File: config.mk
export PLATFORM = sky130hd
export DESIGN_NAME = pipeline_hazard_ctrl_flat
export DESIGN_NICKNAME = d
export VERILOG_FILES = /design/src/rtl/pipeline_hazard_ctrl_if.sv /design/src/rtl/pipeline_hazard_ctrl.sv /design/src/flat_wrapper.sv
export SDC_FILE = /design/constraint.sdc
export NUM_CORES = 1
export LEC_CHECK = 0
export BUFFER_PORTS_ARGS = -buffer_cell sky130_fd_sc_hd__buf_4
export CAP_MARGIN = 25
export CORE_MARGIN = 3
export CORE_UTILIZATION = 49
export CTS_CLUSTER_DIAMETER = 80
export DETAILED_ROUTE_END_ITERATION = 10
export PLACE_DENSITY = 0.83
export SLEW_MARGIN = 20
export SYNTH_ARGS = -nofsm -noshare
export SYNTH_HDL_FRONTEND = slang
export SYNTH_SLANG_ARGS = --single-unit
File: constraint.sdc
create_clock -name clk -period 4.3 [get_ports clk]
set_input_delay 0.43 -clock clk [delete_from_list [all_inputs] [get_ports clk]]
set_output_delay 0.43 -clock clk [all_outputs]
set_load 0.03 [all_outputs]
File: src/rtl/pipeline_hazard_ctrl_if.sv
// Hazard-controller bundle: hazard inputs from the datapath and the
// write-enable/flush controls that go back to the PC and stage registers.
// master = datapath side, slave = pipeline_hazard_ctrl.
// Optional HAZARD_PERF_EN adds the stall/flush performance counters.
interface pipeline_hazard_ctrl_if;
  // hazard inputs
  logic [4:0] id_rs;
  logic [4:0] id_rt;
  logic       id_uses_rs;
  logic       id_uses_rt;
  logic       id_needs_md;
  logic       ex_mem_read;
  logic [4:0] ex_rd;
  logic       br_taken;
  logic       md_start;
  logic       md_is_div;
  // pipeline controls
  logic       pc_wr;
  logic       ifid_wr;
  logic       ifid_flush;
  logic       idex_wr;
  logic       idex_flush;
  logic       exmem_wr;
  logic       memwb_wr;
  logic       md_busy;
`ifdef HAZARD_PERF_EN
  logic [31:0] perf_stall_cnt;
  logic [31:0] perf_flush_cnt;
`endif

  modport master (
`ifdef HAZARD_PERF_EN
    input  perf_stall_cnt,
    input  perf_flush_cnt,
`endif
    output id_rs, id_rt, id_uses_rs, id_uses_rt, id_needs_md,
    output ex_mem_read, ex_rd, br_taken, md_start, md_is_div,
    input  pc_wr, ifid_wr, ifid_flush, idex_wr, idex_flush,
    input  exmem_wr, memwb_wr, md_busy
  );

  modport slave (
`ifdef HAZARD_PERF_EN
    output perf_stall_cnt,
    output perf_flush_cnt,
`endif
    input  id_rs, id_rt, id_uses_rs, id_uses_rt, id_needs_md,
    input  ex_mem_read, ex_rd, br_taken, md_start, md_is_div,
    output pc_wr, ifid_wr, ifid_flush, idex_wr, idex_flush,
    output exmem_wr, memwb_wr, md_busy
  );
endinterface

File: src/rtl/pipeline_hazard_ctrl.sv
// Central stall/flush sequencer for the 5-stage pipeline.
// Handles load-use hazards, taken branches/jumps and the multi-cycle
// mult/div unit. Control outputs are combinational from state + inputs;
// md_busy is registered.
// Optional feature macro: HAZARD_PERF_EN (saturating stall/flush counters).
module pipeline_hazard_ctrl #(
  parameter int MUL_CYCLES = 4,
  parameter int DIV_CYCLES = 32,
  parameter int CNT_WIDTH  = 6
) (
  input  logic clk,
  input  logic rst,
  pipeline_hazard_ctrl_if.slave hz
);

  typedef enum logic [1:0] {
    ST_RESET   = 2'd0,
    ST_RUN     = 2'd1,
    ST_MD_BUSY = 2'd2
  } state_t;

  localparam logic [CNT_WIDTH-1:0] MUL_LOAD = CNT_WIDTH'(MUL_CYCLES - 1);
  localparam logic [CNT_WIDTH-1:0] DIV_LOAD = CNT_WIDTH'(DIV_CYCLES - 1);

  state_t               state_q;
  logic [CNT_WIDTH-1:0] cnt_q;
  logic                 md_busy_q;

  logic load_use;
  logic md_hazard;
  logic stall;
  logic pc_wr_d, ifid_wr_d, ifid_flush_d, idex_wr_d, idex_flush_d;
  logic exmem_wr_d, memwb_wr_d;

  // Hazard detection and per-stage control decode (branch squash beats stall)
  always_comb begin
    load_use = hz.ex_mem_read && (hz.ex_rd != 5'd0) &&
               ((hz.id_uses_rs && (hz.id_rs == hz.ex_rd)) ||
                (hz.id_uses_rt && (hz.id_rt == hz.ex_rd)));
    md_hazard = hz.id_needs_md && (md_busy_q || hz.md_start);
    stall     = load_use || md_hazard;

    pc_wr_d      = 1'b1;
    ifid_wr_d    = 1'b1;
    ifid_flush_d = 1'b0;
    idex_wr_d    = 1'b1;
    idex_flush_d = 1'b0;
    exmem_wr_d   = 1'b1;
    memwb_wr_d   = 1'b1;

    if (state_q == ST_RESET) begin
      pc_wr_d      = 1'b0;
      ifid_wr_d    = 1'b0;
      ifid_flush_d = 1'b1;
      idex_wr_d    = 1'b0;
      idex_flush_d = 1'b1;
      exmem_wr_d   = 1'b0;
      memwb_wr_d   = 1'b0;
    end else if (hz.br_taken) begin
      // fetch the target, squash the wrong-path IF and ID instructions
      ifid_flush_d = 1'b1;
      idex_flush_d = 1'b1;
    end else if (stall) begin
      // hold PC and IF/ID, bubble into EX, let older instructions drain
      pc_wr_d      = 1'b0;
      ifid_wr_d    = 1'b0;
      idex_flush_d = 1'b1;
    end
  end

  // Sequencer FSM: reset hold, run, and mult/div busy countdown
  always_ff @(posedge clk) begin
    if (rst) begin
      state_q   <= ST_RESET;
      cnt_q     <= '0;
      md_busy_q <= 1'b0;
    end else begin
      case (state_q)
        ST_RESET: begin
          state_q   <= ST_RUN;
          md_busy_q <= 1'b0;
        end
        ST_RUN: begin
          if (hz.md_start) begin
            cnt_q     <= hz.md_is_div ? DIV_LOAD : MUL_LOAD;
            state_q   <= ST_MD_BUSY;
            md_busy_q <= 1'b1;
          end
        end
        ST_MD_BUSY: begin
          // a second md_start here cannot be legal: the issuer is stalled
          if (cnt_q == '0) begin
            state_q   <= ST_RUN;
            md_busy_q <= 1'b0;
          end else begin
            cnt_q <= cnt_q - 1'b1;
          end
        end
        default: begin
          state_q   <= ST_RESET;
          cnt_q     <= '0;
          md_busy_q <= 1'b0;
        end
      endcase
    end
  end

  assign hz.pc_wr      = pc_wr_d;
  assign hz.ifid_wr    = ifid_wr_d;
  assign hz.ifid_flush = ifid_flush_d;
  assign hz.idex_wr    = idex_wr_d;
  assign hz.idex_flush = idex_flush_d;
  assign hz.exmem_wr   = exmem_wr_d;
  assign hz.memwb_wr   = memwb_wr_d;
  assign hz.md_busy    = md_busy_q;

`ifdef HAZARD_PERF_EN
  logic [31:0] perf_stall_q;
  logic [31:0] perf_flush_q;

  // Saturating counters of stall cycles and branch-flush cycles outside reset
  always_ff @(posedge clk) begin
    if (rst) begin
      perf_stall_q <= '0;
      perf_flush_q <= '0;
    end else if (state_q != ST_RESET) begin
      if (stall && !hz.br_taken && (perf_stall_q != 32'hFFFF_FFFF))
        perf_stall_q <= perf_stall_q + 32'd1;
      if (hz.br_taken && (perf_flush_q != 32'hFFFF_FFFF))
        perf_flush_q <= perf_flush_q + 32'd1;
    end
  end

  assign hz.perf_stall_cnt = perf_stall_q;
  assign hz.perf_flush_cnt = perf_flush_q;
`endif

endmodule

File: src/flat_wrapper.sv
// flat-port wrapper written by rule: the top's interface ports become plain ports
module pipeline_hazard_ctrl_flat 
#(
  parameter int MUL_CYCLES = 4,
  parameter int DIV_CYCLES = 32,
  parameter int CNT_WIDTH  = 6
)
  (clk, rst, hz_id_rs, hz_id_rt, hz_id_uses_rs, hz_id_uses_rt, hz_id_needs_md, hz_ex_mem_read, hz_ex_rd, hz_br_taken, hz_md_start, hz_md_is_div, hz_pc_wr, hz_ifid_wr, hz_ifid_flush, hz_idex_wr, hz_idex_flush, hz_exmem_wr, hz_memwb_wr, hz_md_busy);
  pipeline_hazard_ctrl_if hz_i ();
  input  logic clk;
  input  logic rst;
  input wire logic [$bits(hz_i.id_rs)-1:0] hz_id_rs;
  input wire logic [$bits(hz_i.id_rt)-1:0] hz_id_rt;
  input wire logic [$bits(hz_i.id_uses_rs)-1:0] hz_id_uses_rs;
  input wire logic [$bits(hz_i.id_uses_rt)-1:0] hz_id_uses_rt;
  input wire logic [$bits(hz_i.id_needs_md)-1:0] hz_id_needs_md;
  input wire logic [$bits(hz_i.ex_mem_read)-1:0] hz_ex_mem_read;
  input wire logic [$bits(hz_i.ex_rd)-1:0] hz_ex_rd;
  input wire logic [$bits(hz_i.br_taken)-1:0] hz_br_taken;
  input wire logic [$bits(hz_i.md_start)-1:0] hz_md_start;
  input wire logic [$bits(hz_i.md_is_div)-1:0] hz_md_is_div;
  output wire logic [$bits(hz_i.pc_wr)-1:0] hz_pc_wr;
  output wire logic [$bits(hz_i.ifid_wr)-1:0] hz_ifid_wr;
  output wire logic [$bits(hz_i.ifid_flush)-1:0] hz_ifid_flush;
  output wire logic [$bits(hz_i.idex_wr)-1:0] hz_idex_wr;
  output wire logic [$bits(hz_i.idex_flush)-1:0] hz_idex_flush;
  output wire logic [$bits(hz_i.exmem_wr)-1:0] hz_exmem_wr;
  output wire logic [$bits(hz_i.memwb_wr)-1:0] hz_memwb_wr;
  output wire logic [$bits(hz_i.md_busy)-1:0] hz_md_busy;
  assign hz_i.id_rs = hz_id_rs;
  assign hz_i.id_rt = hz_id_rt;
  assign hz_i.id_uses_rs = hz_id_uses_rs;
  assign hz_i.id_uses_rt = hz_id_uses_rt;
  assign hz_i.id_needs_md = hz_id_needs_md;
  assign hz_i.ex_mem_read = hz_ex_mem_read;
  assign hz_i.ex_rd = hz_ex_rd;
  assign hz_i.br_taken = hz_br_taken;
  assign hz_i.md_start = hz_md_start;
  assign hz_i.md_is_div = hz_md_is_div;
  assign hz_pc_wr = hz_i.pc_wr;
  assign hz_ifid_wr = hz_i.ifid_wr;
  assign hz_ifid_flush = hz_i.ifid_flush;
  assign hz_idex_wr = hz_i.idex_wr;
  assign hz_idex_flush = hz_i.idex_flush;
  assign hz_exmem_wr = hz_i.exmem_wr;
  assign hz_memwb_wr = hz_i.memwb_wr;
  assign hz_md_busy = hz_i.md_busy;
  pipeline_hazard_ctrl #(.MUL_CYCLES(MUL_CYCLES), .DIV_CYCLES(DIV_CYCLES), .CNT_WIDTH(CNT_WIDTH)) u_core (.clk(clk), .rst(rst), .hz(hz_i));
endmodule
==> flow_summary.ini <==
[worst_setup_path]
crit_fanout = 7
cp-start-kind = register
r2r_slack_ps = 2160
cp-end-kind = register
cp.required_ps = 4460
cp.arrival_ps = 2310
path_class = register to register

[grt]
grt_use_met3_pct = 4.472
use_met1_pct = 25.00
grt_max_degree = 12
gr-usage-all-layers_pct = 20.10
grt.overflow.total = 0
grt_pass1_vias = 743
grt_pass1_wl_um = 3015
grt_antenna_before_repair = 0
grt_busiest_layer = met2
met2_usage_pct = 34.30

[sta]
rsz0062_at_grt = false
finalSetupTns_ps = 0
finClkSkew_ps = 7.288
setup_violations = 0
slew_violations = 0
tightestPinTransition_ps = 812.3
layout_worst_path_cycle_share_pct = 49.86
clock.fmax_mhz = 466.5
period_minus_slack_ps = 2144
hold_viol = 0
slew_headroom_pct = 45.48
fin_ws_ps = 2156

[die]
ios = 32
die-width_um = 44.29
core_um2 = 1334
dieArea_um2 = 1961
fp-row-count = 13
fp.dieH_um = 44.29
floorplan.initialDensity_pct = 53.85

[clock_tree]
htree_levels = 1
clkTransAtPathRegs_ps = 60
clockBufferDepth = 2
postCtsResizedCells = 0
clock-root-buffer = clkbuf_4
numCtsBuffers = 3
clock_latency_ps = 260
cts_tree = yes
postCtsHoldBufs = 0
cts_setup_buffers = 0
cts.sinks = 8

[final_layout]
final_nets = 151
final-instance-count-excl-fill = 134
antenna_cells = 0
areaGrowthSynthToFinish_pct = 33.97
drive_above_1_share_pct = 28.57

[route]
viasPerCell = 5.612
wl_per_cell_um = 13.54
wirelength_um = 1815
drt_iter0_drc = 4
drt-pass1-iter-count = 4
drc = 0
ant_nets = 0
vias = 752

[synth]
synthesis.nets = 120
synth_seq_area_share_pct = 22.30
ys_types = 34
synth-simple-area-share_pct = 20.38
synth_cells = 90
yosys_warnings = 0
synth_top_family_by_area = compound AO/OA/AOI/OAI gates
yosysMostFrequentCell = xor2_1
ys_async_sr_fraction_pct = 0
ys_ff_latch = 8
synthTopCellsByArea = dfxtp_1 (22%), xor2_1 (11%), ha_1 (10%), xnor2_1 (4.9%), inv_1 (4.2%)
synth_edf_count = 0
ys.flop_type = dfxtp_1
synth.top_cell.area_share_pct = 22.30
avgSynthCellArea_um2 = 7.980
muxShareOfSynthArea_pct = 0
synth_compound_area_share_pct = 22.65
netlist_area_um2 = 718.2
synthAdderAreaFrac_pct = 10.45
yosys.area.top_type = dfxtp_1
yosys-top-cells-count = xor2_1 (9), dfxtp_1 (8), inv_1 (8)
synth_xor_area_share_pct = 15.85

[power]
vdd_ir_drop_max_uv = 224.0
powerDensity_nw_per_um2 = 307.5
leakage_nw = 0.4162

[placement]
pre_cts_slack_ps = 2172
dpl.hpwl_um = 1450
port_buffers = 31
gp_congestion = 0.7928
dp.cells = 131

[run_status]
status = completed

[run]
maxCapViolations = 0

[hold_path]
hold_class = input pin to register
-- cells in the final DEF (no fill, tap or decap), drive strengths merged, types with 4 or more instances in the layout --
cell | netlist | routed
xnor2 | 4 | 4
ha | 6 | 6
a21oi | 4 | 4
nor2 | 5 | 5
buf | 4 | 31
dfxtp | 8 | 8
nand2 | 4 | 4
inv | 8 | 8
xor2 | 9 | 9
-- metal layers --
layer,up-vias,part of all wire (%)
li1,376,-
met1,345,45
met2,29,46
met3,2,7.5
met4,0,0.94
met5,-,0
-- stage by stage --
stage               area, um2  utilization [%]  power (mW)  hold WS [ps]
detailed placement      939.7            70.45      0.2373         469.9
finish                  962.2            72.14      0.2959         416.5
floorplan               718.2                -      0.1908         445.6
CTS                     962.2            72.14      0.2961         410.5
global placement        939.7            70.45      0.2338         467.6
global route            962.2            72.14      0.3131         436.8
-- cell families after synthesis --
logic type,Yosys count
flip-flops,8
AND/OR/NAND/NOR,27
adder cells (fa/ha/maj),6
AO/OA/AOI/OAI,23
buffers and inverters,13
XOR/XNOR,13
-- path summary, 6_finish.rpt --
| check | cells after the start | startpoint | endpoint |
|---|---|---|---|
| worst min-delay path | 2 | rst | u_core.state_q[0] |
| worst min register to register | 2 | u_core.cnt_q[1] | u_core.cnt_q[1] |
| worst max register to register | 6 | u_core.hz.md_busy | u_core.cnt_q[4] |
| worst max-delay path | 6 | u_core.hz.md_busy | u_core.cnt_q[4] |
-- registers in the layout, summed over array words and instances (netlist names) --
| signal | cells |
|---|---|
| u_core.hz.md_busy | 1 |
| u_core.cnt_q | 6 |
| u_core.state_q | 1 |
-- report_power, final --
part	total (mW)	switching (mW)	internal (mW)
clock network	0.0592	0.0271	0.0321
registers	0.0840	0.00483	0.0792
logic	0.153	0.0872	0.0655
total	0.296	0.119	0.177
-- critical path, cell delays in order, from the launching register on --
cell and delay, ps:
dfxtp_1 390, inv_1 100, ha_1 300, nor2b_1 190, a311oi_1 690, nand3b_1 210
o32ai_1 160
-- cell type report --
class,instances,area (um2)
Multi-Input combinational cell,69,498.0
Tap cell,15,18.77
Timing Repair Buffer,31,232.7
Fill cell,118,371.6
Clock buffer,3,22.52
Inverter,8,30.03
Sequential cell,8,160.2
Note: power is estimated with default switching activity, not from simulation.
